==> config.mk <==
export PLATFORM = sky130hd
export DESIGN_NAME = shift_serializer_flat
export DESIGN_NICKNAME = d
export VERILOG_FILES = /design/src/rtl/shiftreg_pkg.sv /design/src/rtl/shift_serializer_if.sv /design/src/rtl/shift_bit_counter.sv /design/src/rtl/shift_serializer.sv /design/src/flat_wrapper.sv
export SDC_FILE = /design/constraint.sdc
export NUM_CORES = 1
export LEC_CHECK = 0
export BUFFER_PORTS_ARGS = -buffer_cell sky130_fd_sc_hd__buf_4
export CORE_MARGIN = 5
export CORE_UTILIZATION = 50
export CTS_CLUSTER_SIZE = 8
export DETAILED_ROUTE_END_ITERATION = 7
export GPL_ROUTABILITY_DRIVEN = 0
export PLACE_DENSITY = 0.74
export SLEW_MARGIN = 20
export SYNTH_ARGS = -nofsm -noshare
export SYNTH_HDL_FRONTEND = slang
export SYNTH_SLANG_ARGS = --single-unit
==> constraint.sdc <==
create_clock -name clk -period 3.8 [get_ports clk]
set_input_delay 0 -clock clk [delete_from_list [all_inputs] [get_ports clk]]
set_output_delay 0 -clock clk [all_outputs]
set_load 0.05 [all_outputs]
==> src/rtl/shiftreg_pkg.sv <==
// shiftreg_pkg: shared mode codes, FSM state encoding and burst direction constants
// for the shift_serializer block.
package shiftreg_pkg;
   typedef enum logic [1:0] {HOLD = 2'b00, RIGHT = 2'b01, LEFT = 2'b10, PLOAD = 2'b11} mode_t;
   typedef enum logic [1:0] {IDLE = 2'b00, SHIFT = 2'b01, DONE = 2'b10} state_t;
   localparam logic DIR_RIGHT = 1'b0;
   localparam logic DIR_LEFT  = 1'b1;
endpackage

==> src/rtl/shift_serializer_if.sv <==
// shift_serializer_if: control/data bundle between a burst controller and shift_serializer.
//   master (controller): drives mode, parallelIn, serialIn, start, dir, rotate, nbits;
//                        observes parallelOut, serialOut, busy, done.
//   slave (serializer):  the mirror image.
interface shift_serializer_if #(parameter int WIDTH = 8, parameter int CNT_W = $clog2(WIDTH + 1));
   logic [1:0]       mode;
   logic [WIDTH-1:0] parallelIn;
   logic             serialIn;
   logic             start;
   logic             dir;
   logic             rotate;
   logic [CNT_W-1:0] nbits;
   logic [WIDTH-1:0] parallelOut;
   logic             serialOut;
   logic             busy;
   logic             done;
   modport master (output mode, parallelIn, serialIn, start, dir, rotate, nbits,
                   input  parallelOut, serialOut, busy, done);
   modport slave  (input  mode, parallelIn, serialIn, start, dir, rotate, nbits,
                   output parallelOut, serialOut, busy, done);
endinterface

==> src/rtl/shift_bit_counter.sv <==
// shift_bit_counter: loadable down-counter for burst length, load value clamped to WIDTH.
//   clk, reset (async, active-high); load/load_val set the count; dec counts down,
//   never wrapping below zero; count is the current value; zero flags count == 0.
module shift_bit_counter #(
   parameter int WIDTH = 8,
   parameter int CNT_W = $clog2(WIDTH + 1)
) (
   input  logic             clk,
   input  logic             reset,
   input  logic             load,
   input  logic             dec,
   input  logic [CNT_W-1:0] load_val,
   output logic [CNT_W-1:0] count,
   output logic             zero
);
   localparam logic [CNT_W-1:0] MAXC = CNT_W'(WIDTH);
   assign zero = count == '0;
   always_ff @(posedge clk or posedge reset)
      if (reset) count <= '0;
      else if (load) count <= load_val > MAXC ? MAXC : load_val;
      else if (dec && !zero) count <= count - CNT_W'(1);
endmodule

==> src/rtl/shift_serializer.sv <==
// shift_serializer: WIDTH-bit shift register with manual modes and an autonomous burst engine.
//   clk, reset (async, active-high) plain ports; bus (slave modport) carries mode,
//   parallelIn, serialIn, start, dir, rotate, nbits in and parallelOut, serialOut,
//   busy, done out.
module shift_serializer
   import shiftreg_pkg::*;
#(
   parameter int WIDTH = 8,
   parameter int CNT_W = $clog2(WIDTH + 1)
) (
   input logic            clk,
   input logic            reset,
   shift_serializer_if.slave bus
);
   state_t           state, state_n;
   logic [WIDTH-1:0] mem, mem_n;
   logic             dir_q, dir_n, rot_q, rot_n, load, dec, fill, zero;
   logic [CNT_W-1:0] count;

   shift_bit_counter #(.WIDTH(WIDTH), .CNT_W(CNT_W)) u_cnt (
      .clk(clk), .reset(reset), .load(load), .dec(dec),
      .load_val(bus.nbits), .count(count), .zero(zero)
   );

   // During a burst the outgoing bit follows the latched direction, otherwise the live input.
   assign bus.serialOut   = ((state == SHIFT) ? dir_q : bus.dir) == DIR_LEFT ? mem[WIDTH-1] : mem[0];
   assign bus.parallelOut = mem;
   assign bus.busy        = state == SHIFT;
   assign bus.done        = state == DONE;
   assign fill            = rot_q ? bus.serialOut : bus.serialIn;

   always_ff @(posedge clk or posedge reset)
      if (reset) begin
         state <= IDLE;
         mem   <= '0;
         dir_q <= DIR_RIGHT;
         rot_q <= 1'b0;
      end else begin
         state <= state_n;
         mem   <= mem_n;
         dir_q <= dir_n;
         rot_q <= rot_n;
      end

   always_comb begin
      state_n = state;
      mem_n   = mem;
      dir_n   = dir_q;
      rot_n   = rot_q;
      load    = 1'b0;
      dec     = 1'b0;
      if (state == SHIFT) begin
         dec     = 1'b1;
         mem_n   = dir_q == DIR_LEFT ? {mem[WIDTH-2:0], fill} : {fill, mem[WIDTH-1:1]};
         state_n = (count == CNT_W'(1) || zero) ? DONE : SHIFT;
      end else if (bus.start) begin
         load    = 1'b1;
         dir_n   = bus.dir;
         rot_n   = bus.rotate;
         // A clamped length of zero equals nbits == 0, so skip straight to completion.
         state_n = bus.nbits == '0 ? DONE : SHIFT;
      end else begin
         state_n = IDLE;
         mem_n   = bus.mode == RIGHT ? {bus.serialIn, mem[WIDTH-1:1]} :
                   bus.mode == LEFT  ? {mem[WIDTH-2:0], bus.serialIn} :
                   bus.mode == PLOAD ? bus.parallelIn : mem;
      end
   end
endmodule

==> src/flat_wrapper.sv <==
// flat-port wrapper written by rule: the top's interface ports become plain ports
module shift_serializer_flat import shiftreg_pkg::*;
#(
   parameter int WIDTH = 8,
   parameter int CNT_W = $clog2(WIDTH + 1)
)
  (clk, reset, bus_mode, bus_parallelIn, bus_serialIn, bus_start, bus_dir, bus_rotate, bus_nbits, bus_parallelOut, bus_serialOut, bus_busy, bus_done);
  shift_serializer_if #(.WIDTH(WIDTH), .CNT_W(CNT_W)) bus_i ();
  input logic clk;
  input logic reset;
  input wire logic [$bits(bus_i.mode)-1:0] bus_mode;
  input wire logic [$bits(bus_i.parallelIn)-1:0] bus_parallelIn;
  input wire logic [$bits(bus_i.serialIn)-1:0] bus_serialIn;
  input wire logic [$bits(bus_i.start)-1:0] bus_start;
  input wire logic [$bits(bus_i.dir)-1:0] bus_dir;
  input wire logic [$bits(bus_i.rotate)-1:0] bus_rotate;
  input wire logic [$bits(bus_i.nbits)-1:0] bus_nbits;
  output wire logic [$bits(bus_i.parallelOut)-1:0] bus_parallelOut;
  output wire logic [$bits(bus_i.serialOut)-1:0] bus_serialOut;
  output wire logic [$bits(bus_i.busy)-1:0] bus_busy;
  output wire logic [$bits(bus_i.done)-1:0] bus_done;
  assign bus_i.mode = bus_mode;
  assign bus_i.parallelIn = bus_parallelIn;
  assign bus_i.serialIn = bus_serialIn;
  assign bus_i.start = bus_start;
  assign bus_i.dir = bus_dir;
  assign bus_i.rotate = bus_rotate;
  assign bus_i.nbits = bus_nbits;
  assign bus_parallelOut = bus_i.parallelOut;
  assign bus_serialOut = bus_i.serialOut;
  assign bus_busy = bus_i.busy;
  assign bus_done = bus_i.done;
  shift_serializer #(.WIDTH(WIDTH), .CNT_W(CNT_W)) u_core (.clk(clk), .reset(reset), .bus(bus_i));
endmodule
==> results of run 1 <==
[metrics by stage]
stage	setup WS [ps]	utilization, %
2_1_floorplan	1900	-
3_3_place_gp	2160	65.6
3_5_place_dp	2110	65.6
4_1_cts	2100	68.3
5_1_grt	1920	68.3
6_report	2100	68.3
[layer usage]
layer | wire [um] | global-route usage [%]
met5 | 0 | 0
met4 | 38 | 6.10
met3 | 178 | 2.75
met2 | 1310 | 29.5
met1 | 1200 | 23.0
[synth_stat cells, drive strengths merged, types with 4 or more instances]
cell type  number
nor2            9
o21ai          11
nor3            5
buf             4
mux2i           5
ha              6
nand3           4
o22ai           4
inv            11
dfrtp          16
nand2           9
a21oi           7
[flip-flops by register name, indices dropped and copies added (netlist names)]
| name | cells |
|---|---|
| u_core.bus.parallelOut | 8 |
| u_core.u_cnt.count | 4 |
| u_core.state | 2 |
| u_core.rot_q | 1 |
| u_core.dir_q | 1 |
[worst max-delay path, stage by stage, from the launching register on]
cell	delay (ps)
dfrtp_1	430
nand2b_4	180
inv_4	120
a21oi_2	460
nor4_1	130
a221o_1	270
[area by class of cell]
cell class / count / area [um^2] / share of cell area (%)
inverter: 11 / 43.8 / 3.21
multi-input combinational: 90 / 611 / 44.7
timing repair buffer: 33 / 255 / 18.7
tap: 27 / 33.8 / 2.47
clock buffer: 3 / 22.5 / 1.65
sequential: 16 / 400 / 29.3
[power by group through the flow]
stage / Sequential, mW / Combinational [mW] / Clock, mW
5_1_grt: 0.378 / 0.945 / 0.0964
3_3_place_gp: 0.360 / 0.847 / 0
4_1_cts: 0.362 / 0.867 / 0.0912
2_1_floorplan: 0.490 / 0.519 / 0
6_report: 0.363 / 0.868 / 0.0913
3_5_place_dp: 0.366 / 0.862 / 0
[worst max-delay path by stage]
stage,start,to,cells past startpoint
6_report,u_core.state[0],u_core.bus.parallelOut[7],5
3_3_place_gp,u_core.state[0],u_core.bus.parallelOut[7],5
3_5_place_dp,u_core.state[0],u_core.bus.parallelOut[7],5
2_1_floorplan,u_core.bus.parallelOut[7],bus_serialOut,2
4_1_cts,u_core.state[0],u_core.bus.parallelOut[7],5
5_1_grt,u_core.state[1],u_core.bus.parallelOut[7],5
[logic make-up after synthesis]
family	share of synthesized area, %
and+or+nand+nor	18.5
AOI/OAI and AO/OA	24.3
DFF	37.0
buffers and inverters	6.48
muxes	6.71
adders and majority gates	6.94
==> flow_summary.toml, run 1 <==
[run_status]
status = "complete, no violations"

[synthesis]
synthesis.area_um2 = 1080
synth_cells = 121
synthArstFlopShare_pct = 100
yosys.area.top_type_share_pct = 37.0
syn_avg_cell_area_um2 = 8.93
synth_area_leaders = "dfrtp_1, ha_1, mux2i_1"
synth.distinct_cells = 37
ys_ff_latch = 16
synth_edf_count = 0
synth_seq_area_share_pct = 37.0
ys_warn_count = 0
synth_top_area_cell = "dfrtp_1"
synth_ff_type = "dfrtp_1"
syn_nets = 147

[route]
drt_wl_total_um = 2730
vias = 1054
drc = 0
vias_per_cell = 5.86
post_drt_wl_per_cell_um = 15.2
drt_first_iter_violations = 62
antenna_left = 0
dr.pass1.iters = 4

[sta]
setup_tns_ps = 0
report.final.slew_viol_count = 0
min_period_over_period_pct = 44.8
finalHoldViolations = 0
rsz0062_at_grt = "no"
max_freq_ghz = 0.587
max-slew-margin-rel_pct = 57.4
holdWs_ps = 21.7
setup_viol = 0
layout_min_cycle_time_ps = 1700
clock_skew_ps = 11.9
worst_pin_slew_ps = 638

[clock_network]
clock-root-buffer = "clkbuf_4"
postCtsSetupBuffers = 0
clk_latency_ps = 300
clock_path_buffers = 2
cts_tree = "built"
cts_max_level = 1
cts_sinks = 16
cts_resized = 0
cts_buffers = 3
hold_buffers = 3
clk_pin_slew_worst_paths_ps = 100

[floorplan]
initial_core_util_pct = 54.0
die_x_um = 56.5
io_pins = 31
die_area_um2 = 3190
dieHeight_um = 56.5
core_um2 = 2000
core.rowCount = 16

[final_layout]
mostFrequentLayoutCells = "buf_4, dfrtp_1, o21ai_0, inv_1"
final_cells = 180
layout_commonest_cell = "buf_4"
nNetsFinal = 181
insertedDiodeCount = 0
num-fill-cells = 171
stdcell_area_um2 = 1370
drive_above_1_share_pct = 26.1
area_delta_synth_final_pct = 26.4

[setup_path]
setup.worst_path.end_class = "flop"
critPathMaxFanout = 17
crit_path_start_kind = "flop"
reg2reg_depth = 5
r2r_setup_slack_ps = 2100
worstPathArrival_ps = 1890
crit_type = "flop to flop"
rr_endpoint = "u_core.bus.parallelOut[7]"
required_ps = 3990
r2r-start = "u_core.state[0]"

[min_path]
whs_path_depth = 3
whs_endpoint = "u_core.state[0]"
hp-start = "bus_nbits[2]"
holdCritPathClass = "input pin to flop"

[grt]
grt_pass1_vias = 998
grt_pass1_wl_um = 4490
antenna_found_initial = 0
grtUsageTotal_pct = 17.7
grt_max_degree = 18
grt_overflow_total = 0

[pwr]
p_leak_nw = 0.636
power_mw = 1.32
ir_drop_v = 0.000569
pwr-share-clk_pct = 6.9
p_per_area_nw_per_um2 = 968
swShare_pct = 53.9
pwr-share-seq_pct = 27.5
combPwrFrac_pct = 65.6
p_int_mw = 0.610
p_sw_mw = 0.712

[placed_design]
placed_cells = 174
place_area_um2 = 1310
io_buffers = 30
hpwl_um = 2170

[flow_run]
maxCapViolations = 0
(Power assumes the default switching activity.)
==> inputs of run 2 (changes only) <==
==> constraint.sdc (replaced) <==
create_clock -name clk -period 1.6 [get_ports clk]
set_input_delay 0 -clock clk [delete_from_list [all_inputs] [get_ports clk]]
set_output_delay 0 -clock clk [all_outputs]
set_load 0.05 [all_outputs]
==> run 2 against run 1 <==
Effect of this change: critical path depth unchanged; combinational power up 150%; sequential cell count unchanged; register-to-register slack worse by 2000 ps; routed wire length rose by 4.6%; sequential share of layout area down 0.94 points; fmax is 12% higher; worst setup slack got worse by 2000 ps; via count increased by 1.5%; highest routed layer unchanged.
==> flow_summary.toml, run 2 (synthesized netlist as in run 1, its figures left out) <==
[run_status]
status = "complete, no violations"

[route]
antenna_left = 0
drc = 0
post_drt_wl_per_cell_um = 15.5
drt_wl_total_um = 2850
drt_first_iter_violations = 39
vias = 1070
vias_per_cell = 5.82
dr.pass1.iters = 4

[sta]
setup_viol = 0
finalHoldViolations = 0
setup_tns_ps = 0
layout_min_cycle_time_ps = 1520
rsz0062_at_grt = "no"
report.final.slew_viol_count = 0
max_freq_ghz = 0.656
max-slew-margin-rel_pct = 59.7
worst_pin_slew_ps = 604
min_period_over_period_pct = 95.3
clock_skew_ps = 5.66

[setup_path]
r2r_setup_slack_ps = 80
crit_type = "flop to flop"
rr_endpoint = "u_core.bus.parallelOut[7]"
setup.worst_path.end_class = "flop"
worstPathArrival_ps = 1710
reg2reg_depth = 5
critPathMaxFanout = 17
r2r-start = "u_core.state[0]"
crit_path_start_kind = "flop"
required_ps = 1780

[floorplan]
die_area_um2 = 3190
dieHeight_um = 56.5
core_um2 = 2000
die_x_um = 56.5
io_pins = 31
core.rowCount = 16
initial_core_util_pct = 54.0

[clock_network]
clk_latency_ps = 290
postCtsSetupBuffers = 0
cts_max_level = 1
cts_buffers = 3
clock-root-buffer = "clkbuf_4"
cts_sinks = 16
cts_tree = "built"
clk_pin_slew_worst_paths_ps = 100
clock_path_buffers = 2

[final_layout]
area_delta_synth_final_pct = 30.6
nNetsFinal = 184
drive_above_1_share_pct = 29.3
final_util_pct = 70.5
largest_reg_flops = 8
mostFrequentLayoutCells = "buf_4, dfrtp_1, inv_1, nor2_1, nand2_1"
stdcell_area_um2 = 1410
insertedDiodeCount = 0
layout_commonest_cell = "buf_4"

[pwr]
power_mw = 3.29
p_per_area_nw_per_um2 = 2330
pwr-share-clk_pct = 8.5
p_sw_mw = 1.73
swShare_pct = 52.7
p_int_mw = 1.55
ir_drop_v = 0.00169
combPwrFrac_pct = 65.1
pwr-share-seq_pct = 26.4
p_leak_nw = 0.660

[flow_run]
maxCapViolations = 0

[placed_design]
io_buffers = 30
hpwl_um = 2200
place_area_um2 = 1340

[grt]
grt_overflow_total = 0
grtUsageTotal_pct = 17.9
antenna_found_initial = 0
grt_max_degree = 18
grt_pass1_wl_um = 4550
grt_pass1_vias = 1031

[min_path]
holdCritPathClass = "input pin to flop"
whs_path_depth = 3
hp-start = "bus_nbits[2]"
whs_endpoint = "u_core.state[0]"
-- run 2: cell types whose count changed in the layout (fill, tap and decap cells not counted), sizes merged --
cell / delta
buf: +3
clkbuf: +1
-- run 2: worst max-delay path: stages, from the launching register on --
cell and delay (ps):
dfrtp_1 440, nand2b_4 150, inv_4 110, a2111oi_2 350
nor4_1 110, a221o_1 260
-- run 2: power groups by stage --
stage               sequential, mW  clock, mW  combinational (mW)
global placement             0.853          0                2.07
global route                 0.897      0.301                2.32
floorplan                     1.16          0                1.24
CTS                          0.864      0.281                2.12
detailed placement           0.874          0                2.10
finish                       0.869      0.280                2.14
-- run 2: how the worst max path moves through the flow --
stage                                end  cells after the start  slack [ps]                       from
4_1_cts        u_core.bus.parallelOut[0]                      5          50            u_core.state[0]
3_5_place_dp   u_core.bus.parallelOut[0]                      5          50            u_core.state[0]
3_3_place_gp   u_core.bus.parallelOut[0]                      5         120            u_core.state[0]
5_1_grt            u_core.u_cnt.count[2]                      5           6            u_core.state[1]
2_1_floorplan              bus_serialOut                      2          80  u_core.bus.parallelOut[7]
6_report       u_core.bus.parallelOut[7]                      5          80            u_core.state[0]
-- run 2: area by class of cell --
class                   count  area [um^2]
inverters                  11         43.8
repair buffers             36          278
well taps                  27         33.8
flip-flops and latches     16          400
multi-input cells          90          619
fillers                   179          591
clock buffers               4         36.3
-- run 2: metrics by stage --
step	hold slack, ps	setup WS [ps]	instances
finish	22.1	75.1	184
global route	28.9	5.56	184
detailed placement	126	48.9	177
global placement	115	123	177
CTS	16.1	50.0	184
floorplan	-86.3	75.8	121
-- run 2: repair_timing --
action | 4_1_cts | 5_1_grt
resized for setup | 0 | 3
hold endpoints to repair | 18 | 0
hold buffers | 3 | 0
setup endpoints to repair | 0 | 5
-- run 2: per-layer routing --
metal  track usage, %  routed length [um]  vias up
li1                 -                   -      522
met4             7.12                  32        0
met3             2.98                 151        4
met5                0                   0        -
met1             23.2                1270      514
met2             29.2                1400       30
